<file path="src/rtl/frame_sync_pkg.sv">
// frame_sync shared types and constants.
// Sync word layout and FSM state encoding.
package frame_sync_pkg;

  typedef enum logic [1:0] {
    HUNT   = 2'd0,
    VERIFY = 2'd1,
    LOCKED = 2'd2
  } state_e;

  localparam int SYNC_LEN = 4;
  localparam logic [SYNC_LEN-1:0] SYNC_WORD = 4'b1011;

endpackage

</file>
<file path="src/rtl/frame_sync_payload_deser.sv">
// Payload deserializer: MSB-first shift register
// with a load strobe producing a word and a valid pulse.
module frame_sync_payload_deser #(
  parameter int W = 12
) (
  input  logic         clk,
  input  logic         rst_n,
  input  logic         i_shift,
  input  logic         i_bit,
  input  logic         i_load,
  output logic [W-1:0] o_data,
  output logic         o_valid
);

  logic [W-2:0] r_sr;
  logic [W-1:0] r_data;
  logic         r_valid;
  logic [W-1:0] w_word;

  assign w_word = {r_sr, i_bit};

  always_ff @(posedge clk or negedge rst_n) begin
    if (!rst_n) begin
      r_sr    <= '0;
      r_data  <= '0;
      r_valid <= 1'b0;
    end else begin
      if (i_shift) r_sr <= w_word[W-2:0];
      if (i_load)  r_data <= w_word;
      r_valid <= i_load;
    end
  end

  assign o_data  = r_data;
  assign o_valid = r_valid;

endmodule

</file>
<file path="src/rtl/frame_sync.sv">
// Frame synchronizer: locks onto periodic 1011 sync words,
// flywheels through isolated misses, deserializes payloads.
module frame_sync
  import frame_sync_pkg::*;
#(
  parameter int FRAME_LEN  = 16,
  parameter int LOCK_CNT   = 3,
  parameter int UNLOCK_CNT = 2,
  localparam int PAY_LEN   = FRAME_LEN - SYNC_LEN
) (
  input  logic               clk,
  input  logic               rst_n,
  input  logic               x,
  input  logic               match,
  output logic               locked,
  output logic [1:0]         state,
  output logic [PAY_LEN-1:0] pay_data,
  output logic               pay_valid,
  output logic               sync_miss
);

  localparam int POS_W  = $clog2(FRAME_LEN);
  localparam int HIT_W  = $clog2(LOCK_CNT + 1);
  localparam int MISS_W = $clog2(UNLOCK_CNT + 1);

  localparam logic [POS_W-1:0]  POS_LAST  = POS_W'(FRAME_LEN - 1);
  localparam logic [POS_W-1:0]  POS_PLAST = POS_W'(PAY_LEN - 1);
  localparam logic [POS_W-1:0]  POS_PLEN  = POS_W'(PAY_LEN);
  localparam logic [HIT_W-1:0]  HIT_LOCK  = HIT_W'(LOCK_CNT);
  localparam logic [MISS_W-1:0] MISS_DROP = MISS_W'(UNLOCK_CNT);

  state_e            r_state;
  logic [POS_W-1:0]  r_pos;
  logic [HIT_W-1:0]  r_hit;
  logic [MISS_W-1:0] r_miss;
  logic              r_sync_miss;

  state_e            w_state_nxt;
  logic [POS_W-1:0]  w_pos_nxt;
  logic [HIT_W-1:0]  w_hit_nxt;
  logic [MISS_W-1:0] w_miss_nxt;
  logic              w_miss_p;

  logic              w_at_end;
  logic [POS_W-1:0]  w_pos_inc;
  logic [HIT_W-1:0]  w_hit_inc;
  logic [MISS_W-1:0] w_miss_inc;
  logic              w_shift;
  logic              w_load;

  assign w_at_end   = (r_pos == POS_LAST);
  assign w_pos_inc  = w_at_end ? '0 : r_pos + POS_W'(1);
  assign w_hit_inc  = r_hit + HIT_W'(1);
  assign w_miss_inc = r_miss + MISS_W'(1);

  always_ff @(posedge clk or negedge rst_n) begin
    if (!rst_n) begin
      r_state     <= HUNT;
      r_pos       <= '0;
      r_hit       <= '0;
      r_miss      <= '0;
      r_sync_miss <= 1'b0;
    end else begin
      r_state     <= w_state_nxt;
      r_pos       <= w_pos_nxt;
      r_hit       <= w_hit_nxt;
      r_miss      <= w_miss_nxt;
      r_sync_miss <= w_miss_p;
    end
  end

  always_comb begin
    w_state_nxt = r_state;
    w_pos_nxt   = r_pos;
    w_hit_nxt   = r_hit;
    w_miss_nxt  = r_miss;
    w_miss_p    = 1'b0;
    unique case (r_state)
      HUNT: begin
        w_pos_nxt = '0;
        if (match) begin
          w_hit_nxt  = HIT_W'(1);
          w_miss_nxt = '0;
          if (LOCK_CNT == 1) w_state_nxt = LOCKED;
          else               w_state_nxt = VERIFY;
        end
      end
      VERIFY: begin
        w_pos_nxt = w_pos_inc;
        if (w_at_end) begin
          if (match) begin
            w_hit_nxt = w_hit_inc;
            if (w_hit_inc == HIT_LOCK) begin
              w_state_nxt = LOCKED;
              w_miss_nxt  = '0;
            end
          end else begin
            w_miss_p    = 1'b1;
            w_state_nxt = HUNT;
            w_pos_nxt   = '0;
            w_hit_nxt   = '0;
          end
        end
      end
      LOCKED: begin
        w_pos_nxt = w_pos_inc;
        if (w_at_end) begin
          if (match) begin
            w_miss_nxt = '0;
          end else begin
            w_miss_p   = 1'b1;
            w_miss_nxt = w_miss_inc;
            if (w_miss_inc == MISS_DROP) begin
              w_state_nxt = HUNT;
              w_pos_nxt   = '0;
              w_hit_nxt   = '0;
              w_miss_nxt  = '0;
            end
          end
        end
      end
      default: begin
        w_state_nxt = HUNT;
        w_pos_nxt   = '0;
        w_hit_nxt   = '0;
        w_miss_nxt  = '0;
      end
    endcase
  end

  // Capture only in LOCKED; state never changes mid-payload.
  always_comb begin
    w_shift = 1'b0;
    w_load  = 1'b0;
    if (r_state == LOCKED && r_pos < POS_PLEN) begin
      w_shift = 1'b1;
      w_load  = (r_pos == POS_PLAST);
    end
  end

  frame_sync_payload_deser #(
    .W(PAY_LEN)
  ) u_deser (
    .clk     (clk),
    .rst_n   (rst_n),
    .i_shift (w_shift),
    .i_bit   (x),
    .i_load  (w_load),
    .o_data  (pay_data),
    .o_valid (pay_valid)
  );

  assign locked    = (r_state == LOCKED);
  assign state     = r_state;
  assign sync_miss = r_sync_miss;

endmodule
</file>
<file path="config.mk">
export PLATFORM = sky130hd
export DESIGN_NAME = frame_sync
export DESIGN_NICKNAME = d
export VERILOG_FILES = /design/src/rtl/frame_sync_pkg.sv /design/src/rtl/frame_sync_payload_deser.sv /design/src/rtl/frame_sync.sv
export SDC_FILE = /design/constraint.sdc
export NUM_CORES = 1
export LEC_CHECK = 0
export BUFFER_PORTS_ARGS = -buffer_cell sky130_fd_sc_hd__buf_2
export CORE_UTILIZATION = 50
export DETAILED_ROUTE_END_ITERATION = 8
export PLACE_DENSITY = 0.74
export SLEW_MARGIN = 20
export SYNTH_ARGS = -nofsm -noshare
export SYNTH_HDL_FRONTEND = slang
export SYNTH_HIERARCHICAL = 1
export SYNTH_SLANG_ARGS = --single-unit
</file>
<file path="constraint.sdc">
create_clock -name clk -period 1.95 [get_ports clk]
set_input_delay 0.195 -clock clk [delete_from_list [all_inputs] [get_ports clk]]
set_output_delay 0.195 -clock clk [all_outputs]
set_load 0.05 [all_outputs]
</file>
==> After elaboration in Yosys (flattened, before gate mapping) <==
Cells that the tools add are included.
{ "classes": {"n_addsub": 3, "magnitude_cmp": 1, "n_eq_ne": 14, "mux": 31, "reduce_logical": 6} }
{ "ops": {"columns": ["op", "n"], "rows": [
  ["2-bit two-way mux", 16],
  ["4-bit two-way mux", 6],
  ["2-bit one-hot mux with 3 select lines", 3],
  ["2-bit != test (second input constant)", 5],
  ["5-bit AND reduction", 2],
  ["4-bit == test (second input constant)", 2],
  ["4-bit one-hot mux with 2 select lines", 1],
  ["2-bit == test (second input constant)", 3],
  ["6-bit AND reduction", 1],
  ["1-bit two-way mux", 5],
  ["2-bit by 1-bit adder with 2-bit output (second input constant)", 2],
  ["4-bit by 1-bit adder with 4-bit output (second input constant)", 1],
  ["4-bit less-than comparator (second input constant)", 1],
  ["2-bit by 1-bit != test with 1-bit output (second input constant)", 2],
  ["3-bit != test (second input constant)", 1],
  ["2-bit by 1-bit == test with 1-bit output (second input constant)", 1],
  ["2-bit zero test", 1],
  ["2-bit OR reduction", 1],
  ["1-bit logical AND", 1]
]} }
{ "word_totals": {"regBits": 35, "in_bits": 4, "output_inout_bits": 17, "elab_cells": 63} }

==> Depth between registers and ports, before layout <==
{ "logic_depth": {"depth_word": 6, "ltp_mapped": 6, "ltp_nobuf": 6} }

==> Cells and area by module <==
Netlist, hierarchy kept.
{ "by_module_without_submodules": {"columns": ["mod", "n_inst", "cells_per_inst", "area_per_inst_um2", "seq_area_each_um2"], "rows": [
  ["frame_sync_payload_deser", 1, 49, 919.6, 600.6],
  ["frame_sync", 1, 53, 593.1, 275.3]
]} }

==> Worst setup path after synthesis <==
OpenSTA, ideal clock, no wires.
{ "synth_path": {"path_type": "reg2reg", "from": "register r_state[0] (netlist: state[0])", "to": "register r_state[0] (netlist: state[0])", "setup_time_ns": 0.125, "arrival_ns": 2.383, "required_time_ns": 1.825, "slack_ns": -0.558, "stages_incl_launch_ff": 7, "n_path_buf": 0, "period_less_slack_ns": 2.508, "path_cell_list": "dfrtp_1 -> inv_1 -> ha_1 -> or2_2 -> a221oi_4 -> o21ai_2 -> mux2_4"} }
{ "synth_between": {"elab_chain_cells": 3, "elab_cells_between_ends": 11, "cone_classes": "8 x eq/ne; 1 x mux; 2 x reduce/logical"} }
{ "synth_lines": {"columns": ["item", "line_no", "rtl"], "rows": [
  ["from (decl)", "frame_sync.sv:32", "state_e r_state;"],
  ["from (signal assigned)", "frame_sync.sv:64", "r_state <= w_state_nxt;"],
  ["2-bit == test *", null, null],
  ["named net locked", "frame_sync.sv:15", "output logic locked,"],
  ["2-bit by 1-bit != test with 1-bit output (no source line) or 2-bit != test (tied branches)", null, null],
  ["6-bit AND reduction (no source line)", null, null]
]} }
The timed path passes the listed nets; every way through them passes the cells marked *.
A chain may end at the register's enable or synchronous reset.

==> Worst setup path after layout <==
{ "layout_path": {"from": "register r_state[1] (netlist: state[1])", "to": "register r_state[0] (netlist: state[0])"} }
{ "layout_between": {"elab_chain_cells": 3, "elab_cells_between_ends": 11, "cone_classes": "8 x eq/ne; 1 x mux; 2 x reduce/logical"} }
{ "layout_lines": {"columns": ["item", "line_no", "rtl"], "rows": [
  ["2-bit by 1-bit == test with 1-bit output (tied with other cells)", "frame_sync.sv:78", "unique case (r_state)"],
  ["3-bit != test (no source line) (tied with other cells)", null, null],
  ["6-bit AND reduction (no source line)", null, null]
]} }
Parallel ways exist; a longest one is shown, timed or not.

==> metrics.txt <==
# TYPE chip_impl_metric gauge
chip_impl_metric{name="first_pass_grt_wire_length",unit="µm"} 4236
chip_impl_metric{name="global_route.usage.total",unit=""} 0.1791
chip_impl_metric{name="finalMaxSlewViolations",unit=""} 0
chip_impl_metric{name="peak_fanout_along_the_critical_path",unit=""} 4
chip_impl_metric{name="synthArstFlopShare",unit=""} 1.000
chip_impl_metric{name="route.detailed.vias_per_inst",unit=""} 5.307
chip_impl_metric{name="critical_path_required",unit="ns"} 2.17
chip_impl_metric{name="die-area",unit="µm²"} 3250
chip_impl_info{name="critPathKind",value="flip-flop to flip-flop"} 1
chip_impl_info{name="cts.root.buffer_cell",value="clkbuf_4"} 1
chip_impl_metric{name="syn-mean-instance-area",unit="µm²"} 14.83
chip_impl_metric{name="postSynthCellCount",unit=""} 102
chip_impl_metric{name="timing_worst_slew_pin_value",unit="ns"} 0.7307
chip_impl_metric{name="yosys_warnings",unit=""} 6
chip_impl_metric{name="syn-cell-area",unit="µm²"} 1513
chip_impl_metric{name="core_area",unit="µm²"} 2805
chip_impl_info{name="violated_checks",value="DRC"} 1
chip_impl_metric{name="drive_gt1_frac",unit=""} 0.4924
chip_impl_metric{name="yosys.cell_types.count",unit=""} 24
chip_impl_metric{name="io-pin-count",unit=""} 21
chip_impl_metric{name="cts_resized",unit=""} 0
chip_impl_info{name="synth_top_cell_by_area",value="dfrtp_1"} 1
chip_impl_metric{name="maxCapViolCount",unit=""} 0
chip_impl_info{name="synth-main-ff-cell",value="dfrtp_1"} 1
chip_impl_metric{name="drc_errors",unit=""} 4
chip_impl_metric{name="first_iter_violations",unit=""} 18
chip_impl_metric{name="combinationalPowerShare",unit=""} 0.346
chip_impl_metric{name="p_per_area",unit="nW/µm²"} 1145
chip_impl_metric{name="switching_power",unit="mW"} 0.6610
chip_impl_metric{name="reg2reg_slack",unit="ns"} 0.13
chip_impl_metric{name="share_clk_of_total_power",unit=""} 0.216
chip_impl_metric{name="regArea",unit="µm²"} 878.3
chip_impl_metric{name="ant_nets",unit=""} 0
chip_impl_metric{name="synth-edff-count",unit=""} 0
chip_impl_metric{name="arrival_time_reported_for_the_critical_path_endpoint",unit="ns"} 2.04
chip_impl_info{name="worstReg2RegEnd",value="state[0]"} 1
chip_impl_metric{name="dr.pass1.iters",unit=""} 6
chip_impl_metric{name="switching_share",unit=""} 0.3299
chip_impl_info{name="worst_setup_path_endpoint",value="state[0]"} 1
chip_impl_metric{name="numCtsBuffers",unit=""} 5
chip_impl_metric{name="total_overflow_reported_by_the_global_router",unit=""} 0
chip_impl_metric{name="final_period_minus_worst_setup_slack",unit="ns"} 1.818
chip_impl_metric{name="routed-via-count",unit=""} 865
chip_impl_metric{name="worst-r2r-cell-count",unit=""} 6
chip_impl_metric{name="routed_wl",unit="µm"} 2299
chip_impl_metric{name="grt_start_max_net_pins",unit=""} 36
chip_impl_info{name="type_of_the_most_critical_hold_path",value="input pin to flip-flop"} 1
chip_impl_metric{name="final_cycle_share",unit=""} 0.9322
chip_impl_info{name="synth_top_cells_by_area",value="dfrtp_1 (58%), mux2_4 (11%), mux2_2 (10%), ha_1 (4.1%), a221oi_4 (1.7%)"} 1
chip_impl_metric{name="seq_power_share",unit=""} 0.438
chip_impl_metric{name="hold-path-cell-count",unit=""} 2
chip_impl_metric{name="timing.final.setup_violations",unit=""} 0
chip_impl_metric{name="nets",unit=""} 140
chip_impl_metric{name="routabilityCongestion",unit=""} 0.7289
chip_impl_metric{name="postSynthRegisterBits",unit=""} 35
chip_impl_metric{name="synthesis.nets",unit=""} 111
chip_impl_metric{name="fillCellCount",unit=""} 220
chip_impl_metric{name="final_util",unit=""} 0.6240
chip_impl_metric{name="post_cts_buffers",unit=""} 0
chip_impl_metric{name="clk_pin_slew_worst_paths",unit="ns"} 0.09
chip_impl_metric{name="rows",unit=""} 19
chip_impl_info{name="cts_tree",value="yes"} 1
chip_impl_info{name="cp-start-kind",value="flip-flop"} 1
chip_impl_metric{name="clock_insertion_delay_worst_skew",unit="ns"} 0.33
chip_impl_metric{name="power_leakage",unit="nW"} 0.9205
chip_impl_metric{name="p_int",unit="mW"} 1.343
chip_impl_metric{name="via_count_of_the_first_global_routing_pass",unit=""} 909
chip_impl_metric{name="yosysTopAreaCellShare",unit=""} 0.5790
chip_impl_metric{name="clock_tree.htree_level_count",unit=""} 2
chip_impl_metric{name="start_util",unit=""} 0.5393
chip_impl_metric{name="worst_ir_drop_vdd",unit="V"} 0.0008263
chip_impl_info{name="startpoint",value="state[1]"} 1
chip_impl_metric{name="cts.hold.buffers_added",unit=""} 1
chip_impl_metric{name="syn_to_final_growth",unit="%"} 15.72
chip_impl_metric{name="cts_buffer_depth",unit=""} 2
chip_impl_metric{name="hold_violations",unit=""} 0
chip_impl_metric{name="antenna_violations_before_repair",unit=""} 0
chip_impl_info{name="final_cell_mix",value="dfrtp_1 (33), buf_2 (20), mux2_2 (14), mux2_4 (11), clkbuf_4 (5)"} 1
chip_impl_metric{name="dieHeight",unit="µm"} 57.01
chip_impl_info{name="timing.rr.start",value="state[1]"} 1
chip_impl_metric{name="hold-worst-slack",unit="ns"} 0.1122
chip_impl_metric{name="dpl.hpwl",unit="µm"} 1647
chip_impl_info{name="cp-end-kind",value="flip-flop"} 1
chip_impl_metric{name="yosysSeqAreaShare",unit=""} 0.5790
chip_impl_metric{name="finalClockSkew",unit="ns"} 0.002315
chip_impl_info{name="outcome",value="finished with violations"} 1
chip_impl_info{name="mostFrequentLayoutCell",value="dfrtp_1"} 1
chip_impl_metric{name="fmaxAchievable",unit="MHz"} 550.1
chip_impl_metric{name="multiInputGateArea",unit="µm²"} 613.1
chip_impl_info{name="rsz0062_at_grt",value="false"} 1
chip_impl_metric{name="clock_sink_count",unit=""} 35
chip_impl_metric{name="wire_per_inst",unit="µm"} 14.10
chip_impl_metric{name="dieWidth",unit="µm"} 57.01
chip_impl_metric{name="io_buffers",unit=""} 20
chip_impl_metric{name="antenna-diode-count",unit=""} 0
chip_impl_metric{name="slew_headroom",unit=""} 0.5129
==> cell usage after synthesis, types with 2 or more instances <==
library cell  number
a21oi_1            3
buf_6              2
nand2_1            3
ha_1               5
xor2_1             2
inv_1              5
nor2_1             4
and3_1             2
a21boi_0           2
nand3_1            3
mux2_4            11
dfrtp_1           35
mux2_2            14
==> critical path: stages (launching register included) <==
cell	delay, ns
dfrtp_2	0.42
inv_1	0.08
ha_2	0.20
or2_4	0.27
a221oi_4	0.33
o21ai_2	0.10
mux2_4	0.31
==> power by group through the flow <==
stage | Sequential (mW) | Combinational, mW | Clock (mW)
after global placement | 0.885 | 0.675 | 0
after detailed placement | 0.894 | 0.697 | 0
after floorplan | 0.944 | 0.485 | 0
after global routing | 0.892 | 0.767 | 0.485
final | 0.878 | 0.693 | 0.433
after CTS | 0.880 | 0.702 | 0.458
==> kinds of logic (layout without fill, tap and decap cells) <==
family	Yosys count	count (layout)	share of synthesized area
multiplexers	26	26	0.2200
XOR/XNOR	2	2	0.01158
flip-flops	35	35	0.5790
buffers and inverters	7	37	0.02730
AND/OR/NAND/NOR	18	18	0.06865
adder cells (fa/ha/maj)	5	5	0.04136
AO/OA/AOI/OAI	9	9	0.05211
==> layer usage <==
layer  share of wire  up-vias  track usage
met5               0        -            0
li1                -      417            -
met2            0.48       24       0.2891
met1            0.44      418       0.2040
met3           0.053        6      0.06803
met4           0.027        0       0.1045
==> worst min path at each step <==
stage / from / to / slack [ns]
after floorplan: rst_n / r_hit[0] / -0.10
after global placement: rst_n / u_deser/o_data[0] / 0.30
after detailed placement: rst_n / u_deser/o_data[1] / 0.31
after CTS: x / u_deser/o_data[0] / 0.08
after global routing: x / u_deser/o_data[0] / 0.09
final: x / u_deser/o_data[0] / 0.11
==> sequential cells by signal (all words and copies together) (netlist names) <==
register	cells
r_pos	4
r_miss	2
sync_miss	1
u_deser/o_data	12
r_hit	2
state	2
u_deser/r_sr	11
u_deser/o_valid	1
==> stage by stage <==
stage	total power, mW	cell area, µm²	setup TNS, ns	cells	setup slack (ns)
finish	2.004	1750	0	163	0.1323
CTS	2.040	1750	0	163	0.1213
global placement	1.560	1672	0	154	0.2043
global route	2.144	1750	0	163	0.04473
floorplan	1.429	1533	-0.08357	102	-0.05691
detailed placement	1.591	1672	0	154	0.1402
==> cell type report <==
cell class,instances,share of cell area
repair buffers,24,0.07577
flip-flops and latches,35,0.5018
multi-input cells,60,0.3502
well taps,31,0.02216
inverters,5,0.01072
clock buffers,8,0.03931
(Power assumes the default switching activity.)
